File: src/rtl/loader_defs_pkg.sv
// Shared definitions for the front-panel memory loader and the display address generator.
//   state_t            loader FSM encoding
//   WORD_STRIDE        byte distance between consecutive words
//   DEFAULT_BASE_ADDR  byte address of the first loaded word
//   mem_wr_t           address/data payload of one memory write
package loader_defs;

  localparam int unsigned WORD_W      = 32;
  localparam int unsigned COUNT_W     = 5;
  localparam int unsigned DIGIT_W     = 4;
  localparam int unsigned DISPLAY_W   = 16;
  localparam int unsigned WORD_STRIDE = 4;

  localparam logic [WORD_W-1:0] DEFAULT_BASE_ADDR = 32'h0000_0004;

  typedef enum logic [1:0] {
    ST_ENTRY = 2'd0,
    ST_WRITE = 2'd1,
    ST_DONE  = 2'd2
  } state_t;

  typedef struct packed {
    logic [WORD_W-1:0] addr;
    logic [WORD_W-1:0] data;
  } mem_wr_t;

  // Byte address of word number idx starting at base.
  function automatic logic [WORD_W-1:0] word_addr(input logic [WORD_W-1:0]  base,
                                                  input logic [COUNT_W-1:0] idx);
    return base + (32'(idx) * 32'(WORD_STRIDE));
  endfunction

endpackage

File: src/rtl/mem_input_loader_debouncer.sv
// Button conditioner: 2-FF synchronizer, stability-count debouncer, rising-edge pulse.
//   clk_1k      in  1 kHz clock
//   reset       in  asynchronous, active-high
//   raw         in  raw button level
//   level       out debounced level
//   rise_pulse  out one-cycle pulse per debounced press
module input_debouncer #(
  parameter int unsigned DEBOUNCE_MS = 20
) (
  input  logic clk_1k,
  input  logic reset,
  input  logic raw,
  output logic level,
  output logic rise_pulse
);

  localparam int unsigned CNT_W = (DEBOUNCE_MS < 2) ? 1 : $clog2(DEBOUNCE_MS);

  logic             sync_meta;
  logic             sync_q;
  logic             level_d;
  logic [CNT_W-1:0] stable_cnt;

  // Synchronize, count consecutive samples that disagree with the level, edge-detect.
  always_ff @(posedge clk_1k or posedge reset) begin
    if (reset) begin
      sync_meta  <= 1'b0;
      sync_q     <= 1'b0;
      level      <= 1'b0;
      level_d    <= 1'b0;
      rise_pulse <= 1'b0;
      stable_cnt <= '0;
    end else begin
      sync_meta  <= raw;
      sync_q     <= sync_meta;
      level_d    <= level;
      rise_pulse <= level & ~level_d;
      if (sync_q == level) begin
        stable_cnt <= '0;
      end else if (stable_cnt == CNT_W'(DEBOUNCE_MS - 1)) begin
        level      <= sync_q;
        stable_cnt <= '0;
      end else begin
        stable_cnt <= stable_cnt + CNT_W'(1);
      end
    end
  end

endmodule

File: src/rtl/mem_input_loader.sv
// Front-panel writer into data memory: hex digits are shifted into a working word and
// committed to consecutive word addresses; btn_done releases the CPU hold.
//   clk_1k, reset           1 kHz clock, asynchronous active-high reset
//   sw                      hex digit to enter
//   btn_digit/commit/done   raw push buttons
//   mem_write, mem_address, mem_write_data   write port to data memory
//   display_data            low half of the working word (7-seg preview)
//   word_count              words committed so far
//   loading                 high while the CPU must be held
//   start                   one-cycle pulse on leaving load mode
module mem_input_loader
  import loader_defs::*;
#(
  parameter int unsigned       DEBOUNCE_MS = 20,
  parameter logic [31:0]       BASE_ADDR   = DEFAULT_BASE_ADDR,
  parameter int unsigned       MAX_WORDS   = 16
) (
  input  logic        clk_1k,
  input  logic        reset,
  input  logic [3:0]  sw,
  input  logic        btn_digit,
  input  logic        btn_commit,
  input  logic        btn_done,
  output logic        mem_write,
  output logic [31:0] mem_address,
  output logic [31:0] mem_write_data,
  output logic [15:0] display_data,
  output logic [4:0]  word_count,
  output logic        loading,
  output logic        start
);

  logic                digit_pulse;
  logic                commit_pulse;
  logic                done_pulse;
  logic [2:0]          unused_levels;

  logic [DIGIT_W-1:0]  sw_meta;
  logic [DIGIT_W-1:0]  sw_sync;

  state_t              state_q;
  state_t              state_d;
  logic [WORD_W-1:0]   word_q;
  logic [WORD_W-1:0]   word_d;
  logic [COUNT_W-1:0]  count_q;
  logic [COUNT_W-1:0]  count_d;
  mem_wr_t             wr_q;
  mem_wr_t             wr_d;
  logic                mem_write_d;
  logic                loading_d;
  logic                start_d;

  input_debouncer #(.DEBOUNCE_MS(DEBOUNCE_MS)) u_db_digit (
    .clk_1k     (clk_1k),
    .reset      (reset),
    .raw        (btn_digit),
    .level      (unused_levels[0]),
    .rise_pulse (digit_pulse)
  );

  input_debouncer #(.DEBOUNCE_MS(DEBOUNCE_MS)) u_db_commit (
    .clk_1k     (clk_1k),
    .reset      (reset),
    .raw        (btn_commit),
    .level      (unused_levels[1]),
    .rise_pulse (commit_pulse)
  );

  input_debouncer #(.DEBOUNCE_MS(DEBOUNCE_MS)) u_db_done (
    .clk_1k     (clk_1k),
    .reset      (reset),
    .raw        (btn_done),
    .level      (unused_levels[2]),
    .rise_pulse (done_pulse)
  );

  // Digit switches cross into the clk_1k domain.
  always_ff @(posedge clk_1k or posedge reset) begin
    if (reset) begin
      sw_meta <= '0;
      sw_sync <= '0;
    end else begin
      sw_meta <= sw;
      sw_sync <= sw_meta;
    end
  end

  // State and registered outputs.
  always_ff @(posedge clk_1k or posedge reset) begin
    if (reset) begin
      state_q   <= ST_ENTRY;
      word_q    <= '0;
      count_q   <= '0;
      wr_q      <= '{addr: BASE_ADDR, data: '0};
      mem_write <= 1'b0;
      loading   <= 1'b1;
      start     <= 1'b0;
    end else begin
      state_q   <= state_d;
      word_q    <= word_d;
      count_q   <= count_d;
      wr_q      <= wr_d;
      mem_write <= mem_write_d;
      loading   <= loading_d;
      start     <= start_d;
    end
  end

  // Next state; same-cycle pulses resolve as done > commit > digit.
  always_comb begin
    state_d     = state_q;
    word_d      = word_q;
    count_d     = count_q;
    wr_d        = wr_q;
    mem_write_d = 1'b0;
    loading_d   = loading;
    start_d     = 1'b0;
    unique case (state_q)
      ST_ENTRY: begin
        if (done_pulse) begin
          state_d   = ST_DONE;
          start_d   = 1'b1;
          loading_d = 1'b0;
        end else if (commit_pulse) begin
          // A commit on a full buffer still consumes any coincident digit pulse.
          if (count_q < COUNT_W'(MAX_WORDS)) begin
            wr_d.addr   = word_addr(BASE_ADDR, count_q);
            wr_d.data   = word_q;
            mem_write_d = 1'b1;
            state_d     = ST_WRITE;
          end
        end else if (digit_pulse) begin
          word_d = {word_q[WORD_W-DIGIT_W-1:0], sw_sync};
        end
      end
      ST_WRITE: begin
        count_d = count_q + COUNT_W'(1);
        word_d  = '0;
        state_d = ST_ENTRY;
      end
      ST_DONE: begin
        loading_d = 1'b0;
      end
      default: begin
        state_d = ST_ENTRY;
      end
    endcase
  end

  assign mem_address    = wr_q.addr;
  assign mem_write_data = wr_q.data;
  assign word_count     = count_q;
  assign display_data   = word_q[DISPLAY_W-1:0];

endmodule

File: config.mk
export PLATFORM = sky130hd
export DESIGN_NAME = mem_input_loader
export DESIGN_NICKNAME = d
export VERILOG_FILES = /design/src/rtl/loader_defs_pkg.sv /design/src/rtl/mem_input_loader_debouncer.sv /design/src/rtl/mem_input_loader.sv
export SDC_FILE = /design/constraint.sdc
export NUM_CORES = 1
export LEC_CHECK = 0
export ABC_AREA = 1
export CAP_MARGIN = 20
export CORE_UTILIZATION = 54
export CTS_BUF_LIST = sky130_fd_sc_hd__clkbuf_8
export CTS_CLUSTER_DIAMETER = 40
export DETAILED_ROUTE_END_ITERATION = 6
export PLACE_DENSITY = 0.83
export RECOVER_POWER = 50
export SLEW_MARGIN = 20
export SYNTH_ARGS = -nofsm -noshare
export SYNTH_HDL_FRONTEND = slang
export SYNTH_HIERARCHICAL = 1
export SYNTH_SLANG_ARGS = --single-unit
File: constraint.sdc
create_clock -name clk_1k -period 3.61 [get_ports clk_1k]
set_input_delay 1.083 -clock clk_1k [delete_from_list [all_inputs] [get_ports clk_1k]]
set_output_delay 1.083 -clock clk_1k [all_outputs]
set_load 0.005 [all_outputs]
==> results of run 1 <==
## registers in the layout (all words and copies together) (netlist names), 4 cells and up
name and cells:
mem_write_data 32, word_q 32, mem_address 6, u_db_commit/stable_cnt 5, u_db_digit/stable_cnt 5, u_db_done/stable_cnt 5, word_count 5, sw_meta 4
sw_sync 4
## layer usage
metal,vias to the layer above,share of wire,track usage,wire [µm]
met5,-,0,0,0
met3,12,0.046,0.05225,416
met1,1716,0.43,0.2427,3870
met4,0,0.014,0.1166,122
li1,1750,-,-,-
met2,89,0.51,0.3304,4566
## metrics by stage
step	total power (µW)	hold slack [ps]	worst slack (ps)	cells	cell area [µm²]
3_5_place_dp	1446	336.3	1235	697	5524
4_1_cts	2605	350.3	1024	729	5921
6_report	2572	348.1	1037	729	5886
3_3_place_gp	1441	331.3	1266	697	5524
5_1_grt	2672	353.3	769.2	729	5886
2_1_floorplan	1440	331.2	251.8	577	5069
## critical path: cells and delay by family
kind / cells / cell delay, ps
buf+inv: 3 / 1980
## how the worst min path moves through the flow
stage,startpoint,endpoint,slack (ps),depth (start not counted)
after CTS,u_db_digit/sync_meta,u_db_digit/sync_q,350,0
after global routing,u_db_done/sync_meta,u_db_done/sync_q,350,0
after detailed placement,u_db_digit/sync_meta,u_db_digit/sync_q,340,0
after global placement,u_db_commit/sync_meta,u_db_commit/sync_q,330,0
after floorplan,sw_meta[0],sw_sync[0],330,0
final,u_db_digit/sync_meta,u_db_digit/sync_q,350,0
## Yosys cell counts (all sizes together)
master	n	area [µm²]
inv	42	157.6
buf	60	417.9
nand4	8	50.05
nor2	40	167.7
nor3	1	5.000
dfrtp	116	2903
conb	1	3.750
dfstp	2	52.55
xor2	2	17.52
nand3	57	290.3
xnor2	3	26.28
nand2	211	809.5
clkbuf	1	3.750
o21ai	4	20.02
ha	4	50.05
## cells by family (layout without fill, tap and decap cells)
| kind of cell | Yosys count | count (layout) |
|---|---|---|
| flip-flops | 118 | 118 |
| other | 1 | 26 |
| adder cells (fa/ha/maj) | 4 | 4 |
| AND/OR/NAND/NOR | 317 | 317 |
| XOR/XNOR | 5 | 5 |
| buffers and inverters | 103 | 147 |
| AO/OA/AOI/OAI | 4 | 4 |
## power by group
group | total, µW | internal [µW] | switching [µW]
Clock | 1160 | 675 | 480
Sequential | 1350 | 1340 | 12.4
Combinational | 65.2 | 19.0 | 46.2
Total | 2570 | 2030 | 539
## layout make-up
class,count,area share
Clock inverter,11,0.01828
Inverter,42,0.02700
Timing Repair Buffer,73,0.1237
Clock buffer,21,0.04911
Sequential cell,118,0.5021
Multi-Input combinational cell,356,0.2568
Tap cell,108,0.02296
## cell usage in the layout (no fill, tap or decap)
master and instances:
nand2_1 207, dfrtp_1 116, clkdlybuf4s50_1 62, nand3_1 57, inv_1 44, nor2_1 39, conb_1 26, clkbuf_8 21
nand4_1 8, dlygate4sd3_1 8, nand2_2 4, o21ai_0 4, ha_1 4, clkinv_2 4, xnor2_1 3, xor2_1 2
bufinv_16 2, dfstp_2 2, clkbuf_1 2, nor2_4 1, nor3_1 1, clkinvlp_2 1, clkinvlp_4 1, clkinv_4 1
buf_12 1
==> results list, run 1 <==
- The path class of the tightest hold or removal check is reg -> reg.
* CTS Buffer Depth: 2
* CP Launch Point: reset
- Layout cell share with drive strength beyond 1: 0.06119
- End of the critical path: loading
* Width of the die: approximately 98 µm
- Synthesized-area fraction occupied by ao, oa, aoi and oai cells: 0.004024
- The final layout contains routed wiring with a total length of 8.975 mm.
- Portion of the post-synthesis area used by sequential elements: 0.5941
* Crit start category: input port
- Period utilisation layout: 0.7126
- The congestion estimate from routability-driven global placement came to around 0.80.
* Number of antenna-violating nets in the routed design: 0
- Timing would allow up to 0.3887 GHz.
- Terminus of the critical flop-to-flop path: mem_write_data[4]
- Post-synthesis simple-gate area fraction: 0.2658
- For this run, design rule violations remaining after detail routing come to 8.
- Full die area: just under 10000 µm²
- Sequential cell area: ~3000 µm²
- Setup repair after global routing missed its margin: false
* Number of setup violations in the final report: 0
- Die H: approximately 98 µm
- Routed length per instance: between 10 and 15 µm
* Post-route setup TNS: 0 ps
- Maximum number of pins on one net before global-route repair: 53
- The final layout contains between 600 and 700 nets.
- Of the total synthesized cell area, the portion taken by full adders, half adders and majority gates is 0.01006.
- STA puts the critical path data required time at approximately 4200 ps.
- DP Wirelength: 6.050 mm
- After clock tree synthesis, the flow added hold-fix buffers numbering 0.
- Filler cell count in the final layout: 702
- Sink Count: about 120
* Number of antenna violations at the first check in global routing: 0
- During placement, the flow inserted port buffers numbering 70.
- Distinct cell type count after synthesis: 21
* Level count of the clock H-tree: 4
- Critical Path Sink Type: async pin
- Starting Density: 0.5649
- DRC marker count from the first detailed-route iteration: about 180
* Number of global-route vias before repair: ~3400
* FF-to-FF Start: state_q[0]
- The first global-routing pass estimated around 15 mm of wire.
- Walking the worst path, the cells encountered are dlygate4sd3_1 > clkinvlp_2 > buf_12.
- The run finished, with violations left.
* Pleak: 0.003116 µW
- Synthesized flop and latch total: roughly 120
- Power density over the cells: 437.0 nW/µm²
* Clock-pin transition on the worst setup and hold timing paths: roughly 60 ps
- Register-to-register setup slack: around 1100 ps
* Core footprint: between 8000 and 9000 µm²
* Hold Vio Cnt, Final: 0
- Number of instances resized during post-cts repair: 0
* Vias per cell: 4.893
* Reported max-cap violation count: 2
- Worst EP arrival: just over 3000 ps
- In this run the cell area of the synthesized design comes to approximately 5000 µm².
- Violated checks: DRC, capacitance limit, slew limit
* Tightest slew margin relative to the limit: -0.1992
- R2r worst-path depth: 6
- The worst-case IR drop observed on VDD is between 0.2 and 0.25 mV.
- Total inserted antenna cells: 0
* Setup fix buffers added after clock tree synthesis: 0
- The detailed router placed ~3600 vias in this run.
* Syn Area/Cell: between 9 and 10 µm²
- In this run the worst path has a maximum fanout of between 40 and 50.
* Max Slew Vio Count: 94
- Area growth from synthesis to layout: 18.31%
* Crit Path Class: in -> async
* Slowest stage delay, CP: 1050 ps
- Slew at the pin closest to its max-slew limit: 1789 ps
* Root buf cell: clkbuf_8
* Worst-skew pair later-pin latency: 430 ps
- Clock tree synthesis inserted a total of 17 buffers.
- GRT Resource Usage Total: 0.2018
* End-of-flow core utilization: 0.6684
- Measured against the total synthesized area, the mux share comes to 0.
- In this run the core area contains 34 standard-cell rows.
- For the finished layout, the period the worst path requires is approximately 2600 ps.
- Clock skew: 12.68 ps
- In the synthesized netlist, the number of instances is about 550.
- Ports placed on the boundary: a little under 100
* Critical-path cell with the highest stage delay: clkinvlp_2
- Yosys printed 6 warnings.
* CTS tree: built
* First-pass detailed-route iteration total: 7
* Xor and xnor area share after synthesis: 0.008803
- Global routing finished with a remaining overflow of 0.
* Combined area of the multi-input logic cells: roughly 1500 µm²
- Combinational family with the most area after synthesis: simple AND/OR/NAND/NOR gates
(Power assumes the default switching activity.)
==> run 2: changes to the inputs <==
==> constraint.sdc (replaced) <==
create_clock -name clk_1k -period 2.4 [get_ports clk_1k]
set_input_delay 0.72 -clock clk_1k [delete_from_list [all_inputs] [get_ports clk_1k]]
set_output_delay 0.72 -clock clk_1k [all_outputs]
set_load 0.005 [all_outputs]
==> run 2 against run 1 <==
Compared with the run above: the flow finishes with violations (DRC); non-clock buffer count is 2 higher; die area is the same; highest routed layer unchanged; setup slack got worse by 810 ps; largest power group unchanged; routed wire length up 2.6%; clock skew fell by 0.75 ps; sequential power is 50% higher; critical endpoint is now loading; critical path depth shrank 2; hold slack gained 1.3 ps; design area up 0.51%; final cell count did not move.
==> results list, run 2 (synthesis results as in run 1) <==
- The post-route standard cell area excluding fillers was 5916 µm² (+0.51%).
* Number of global-route vias before repair: 3505 (+1.9%)
* Slew at the pin closest to its max-slew limit: 930.0 ps (-859.0 ps)
* Maximum VDD drop: 0.3874 mV (+67%)
- The post-route antenna net violation count came to 0 (unchanged).
- The clock period could shrink to roughly 2200 ps.
- Width of the die: 97.98 µm (unchanged)
- Routed length per instance: 12.63 µm (+2.6%)
- The area inside the core boundary is 8806 µm² (unchanged).
- The final hold violation count is 0 (unchanged).
* End-of-flow core utilization: 0.6718 (+0.003410)
- Nets: 623 (+0.32%)
* First-pass GRT wire length: 15.75 mm (+4.2%)
- CTS Buf Count: 17 (unchanged)
- The post-DP HPWL came to 6.177 mm (+2.1%).
* Crit start category: register
- CTS Buffer Depth: 2 (unchanged)
* Hold Buf Count CTS: 0 (unchanged)
* Number of placement rows: 34 (unchanged)
* Weighted congestion at the end of routability-driven global placement: 0.8288 (+4.2%)
- The critical path buffer and inverter count came to 1 (-2).
- The detailed-router iteration count before antenna repair came to 7 (unchanged).
- The ratio of cells with drive above 1 in the final layout is 0.07085 (+0.009662).
- Critical-path cell with the highest stage delay: dfstp_2
- The standard cell area after detailed placement is 5579 µm² (+1.0%).
* Met2 global-route usage: 0.3570 (+0.02654)
- The run finished, with violations left.
- Slowest stage delay, CP: 540 ps (-510 ps)
- Setup repair after global routing missed its margin: false
* Final routed wirelength across all metal layers: 9.206 mm (+2.6%)
- The power consumption came to 3885 µW (+51%).
* Root buf cell: clkbuf_8
- CP Data Required Time: 1680 ps (-2470 ps)
- Combined area of the multi-input logic cells: 1519 µm² (+0.50%)
- After global routing, the most crowded layer is met2.
- CTS tree: built
- Leaving out fill and tap cells, the most frequent cell in the layout is nand2_1.
- Tightest slew margin relative to the limit: 0.3778 (+0.5770)
* Hold Path Class: reg -> reg
* Number of antenna violations at the first check in global routing: 0 (unchanged)
* Sink Count: 118 (unchanged)
* Maximum fanout along the worst path: 2 (-96%)
* Largest delay contributor family on the critical path: flip-flops
* Area growth from synthesis to layout: 18.91%
- The total negative setup slack was 0 ps (unchanged).
- The count of instances resized after the clock tree is built came to 0 (unchanged).
- Ports placed on the boundary: 97 (unchanged)
* DRC marker count from the first detailed-route iteration: 164 (-11%)
- GRT Resource Usage Total: 0.2082 (+0.006330)
* Pleak: 0.003129 µW (+0.43%)
* Met1 demand-to-capacity share in global routing: 0.2472 (+0.004498)
* Setup fix buffers added after clock tree synthesis: 0 (unchanged)
- Period utilisation layout: 0.9050
* Starting Density: 0.5649 (unchanged)
* Total inserted antenna cells: 0 (unchanged)
- Maximum number of pins on one net before global-route repair: 53 (unchanged)
* Global Route met3 Usage: 0.05655 (+0.004295)
- Max Slew Vio Count: 0 (-100%)
* Full die area: 9600 µm² (unchanged)
- Clock-pin transition on the worst setup and hold timing paths: 70 ps (about the same)
- Filler cell count in the final layout: 690 (-1.7%)
- Violated checks: DRC
* Clock skew: 11.93 ps (-0.7514 ps)
* Vias per cell: 4.898 (+0.11%)
- The die height came to 97.98 µm (unchanged).
* Most used cells in the layout excluding fill and tap cells: nand2_1 (206), dfrtp_1 (116), clkdlybuf4s50_1 (62)
- The worst setup path is captured at an output port.
- Worst EP arrival: 1450 ps (-1660 ps)
- The power density over the cells was 656.8 nW/µm² (+50%).
- The sequential cell area was 2955 µm² (unchanged).
* Level count of the clock H-tree: 4 (unchanged)
* Cells along the critical path: clkdlybuf4s50_1
* Number of setup violations in the final report: 0 (unchanged)
- The number of input and output port buffers inserted came to 70 (unchanged).
* Worst-skew pair later-pin latency: 420 ps (about the same)
- Derived from the worst setup path, the maximum achievable clock frequency is between 0.4 and 0.5 GHz.
- The critical path is of the reg -> out type.
- Vias post-DR: 3571 (+0.11%)
- DR DRC count: 8 (unchanged)
* Residual overflow from global routing: 0 (unchanged)
* Reported max-cap violation count: 0 (-2)
run 2: area by class of cell:
class                      count  area share
sequential                   118      0.4996
multi-input combinational    356      0.2568
timing repair buffer          75      0.1286
clock buffer                  18     0.04188
inverter                      42     0.02686
clock inverter                12     0.02348
tap                          108     0.02284
run 2: report_power, final:
part           total [µW]  leakage (µW)  internal, µW  switching (µW)
Combinational        98.2       0.00132          26.4            71.8
Clock                1750      0.000206          1030             728
Sequential           2030       0.00160          2010            19.5
run 2: worst paths after layout:
path,start,to,slack [ps],cells past startpoint
max,loading,loading,230,1
max in group asynchronous,reset,word_q[16],460,3
min reg2reg,u_db_commit/sync_meta,u_db_commit/sync_q,350,0
min,u_db_commit/sync_meta,u_db_commit/sync_q,350,0
max reg2reg,state_q[0],mem_write_data[25],680,6
min in group asynchronous,reset,u_db_commit/stable_cnt[1],810,2
run 2: stage by stage:
stage	cells	worst slack (ps)	hold WS, ps
after detailed placement	699	671.5	341.8
after global placement	699	679.0	332.4
final	729	228.0	349.4
after global routing	729	185.5	364.7
after CTS	729	196.5	356.4
after floorplan	577	659.9	331.2
run 2: routing by layer:
metal / part of all wire / wire [µm]
met2: 0.51 / 4703
met1: 0.43 / 3994
met5: 0 / 0
met4: 0.012 / 110
met3: 0.043 / 397
run 2: worst reg2reg max path, delay by kind of cell (launching register included):
kind	cells	cell delay (ps)
flops	1	420
simple gates	4	850
buf+inv	2	380
==> RTL change: new RTL, flow settings as in run 1 <==
Re-encode `state_t` (3 states) as one-hot, 3 bits wide.
--- a/src/rtl/loader_defs_pkg.sv
+++ b/src/rtl/loader_defs_pkg.sv
@@ -13,10 +13,10 @@
 
   localparam logic [WORD_W-1:0] DEFAULT_BASE_ADDR = 32'h0000_0004;
 
-  typedef enum logic [1:0] {
-    ST_ENTRY = 2'd0,
-    ST_WRITE = 2'd1,
-    ST_DONE  = 2'd2
+  typedef enum logic [2:0] {
+    ST_ENTRY = 3'b001,
+    ST_WRITE = 3'b010,
+    ST_DONE  = 3'b100
   } state_t;
 
   typedef struct packed {
Behaviour: no difference found for any inputs over 10 cycles, from zero or initial values and one cycle with reset high; not proved beyond that.
==> RTL change against run 1 <==
  * The flow finishes with violations (max-capacitance violations, max-slew violations)
  * Total power is 5.8% higher
  * Sequential cell count is 1 higher
  * Synthesized cell count is 7.4% higher
  * Fmax is 3.2% lower
  * Cell area is 4.4% higher
  * Wire length is 10% higher
  * Area after synthesis is 3.4% higher
  * Worst setup slack worse by 0.084 ns
  * Critical path type unchanged
  * Critical endpoint is now mem_address[2]
  * Largest power group unchanged
  * Highest routed layer unchanged
==> RTL change: results (changes against run 1) <==
vias in the first global route=3651 (was 3440); drt via density=4.84 (was 4.89); Final nets=664 (was 621); Area contributors post-synth=dfrtp_1, nand2_1, buf_4 (unchanged); layout cells sized above 1=6.48% (was 6.12%); Worst Hold Launch=u_db_done/sync_meta (was u_db_digit/sync_meta); first-pass GRT wire length=16700 microns (was 15100 microns); failing checks=max-capacitance violations, max-slew violations (was design-rule violations, max-capacitance violations, max-slew violations); DR pass1 iterations=5 (was 7); RePlAce Congestion=0.751 (was 0.796); fillers=698 (was 702); Net Sw Frac=21.6% (was 21.0%); Crit Path Max Fanout=47 (was 48); Mapped Avg Cell Area=8.68 sq um (was 9.01 sq um); Peak VDD IR=0.256 mV (was 0.233 mV); Max-slew headroom=-36.3% (was -19.9%); R2R Setup Slk=1.14 ns (was 1.08 ns); R2R cell count=7 (was 6); sequential cell area fraction in the yosys report=57.9% (was 59.4%); final WL=9920 microns (was 8980 microns); Max Slew Vio Count=88 (was 94); commonest cells in the netlist=nand2_1, dfrtp_1, inv_1 (was nand2_1, dfrtp_1, nand3_1); outcome=complete, but fails checks (unchanged); Placed Cells=761 (was 697); Comb. pwr=0.0000689 W (was 0.0000652 W); max-cap violations=2 (unchanged)
RTL change: changes by cell type after synthesis, sizes merged, moves of 2 or more:
cell	change
xnor2	+2
inv	+24
nand3	-12
nor2	-12
nand2	+30
o21ai	+4
nand4	-2
nor3	+2
clkbuf	+4
buf	-3
RTL change: final cells by class:
class,instances,area (sq um),area share (%)
Clock buffer,18,248,4.03
Sequential cell,119,2980,48.5
Tap cell,129,161,2.63
Inverter,66,249,4.05
Multi-Input combinational cell,371,1570,25.5
Clock inverter,14,184,2.99
Timing Repair Buffer,76,751,12.2
RTL change: worst max path at each step:
stage,startpoint,end,slack (ns)
after floorplan,reset,mem_address[3],0.23
after global placement,reset,mem_address[2],1.22
after detailed placement,reset,mem_address[2],1.21
after CTS,loading,loading,1.06
after global routing,reset,word_q[7],0.60
final,reset,mem_address[2],0.95
RTL change: logic make-up after synthesis:
group / Yosys count / share of synthesized area [%]
DFF: 119 / 57.9
other: 1 / 0.0729
adders and majority gates: 4 / 0.973
buffers and inverters: 128 / 12.9
and+or+nand+nor: 325 / 26.0
AOI/OAI and AO/OA: 9 / 0.900
xor gates and xnor gates: 7 / 1.19
RTL change: per-stage QoR:
step           cell area [sq um]  total power (W)  hold slack, ns
6_report                    6140          0.00272           0.350
5_1_grt                     6140          0.00281           0.358
4_1_cts                     6180          0.00274           0.351
3_5_place_dp                5750          0.00146           0.335
3_3_place_gp                5750          0.00146           0.332
2_1_floorplan               5240          0.00145           0.331
RTL change: routing by layer:
metal / global-route usage [%] / share of wire (%)
met2: 36.7 / 50
met1: 27.2 / 42
met5: 0 / 0
met4: 8.26 / 1.2
met3: 6.32 / 6.3
RTL change: worst max-delay path, cell delays in order:
cell and delay, ns:
dlygate4sd3_1 0.59, clkinvlp_2 1.18, buf_12 0.32
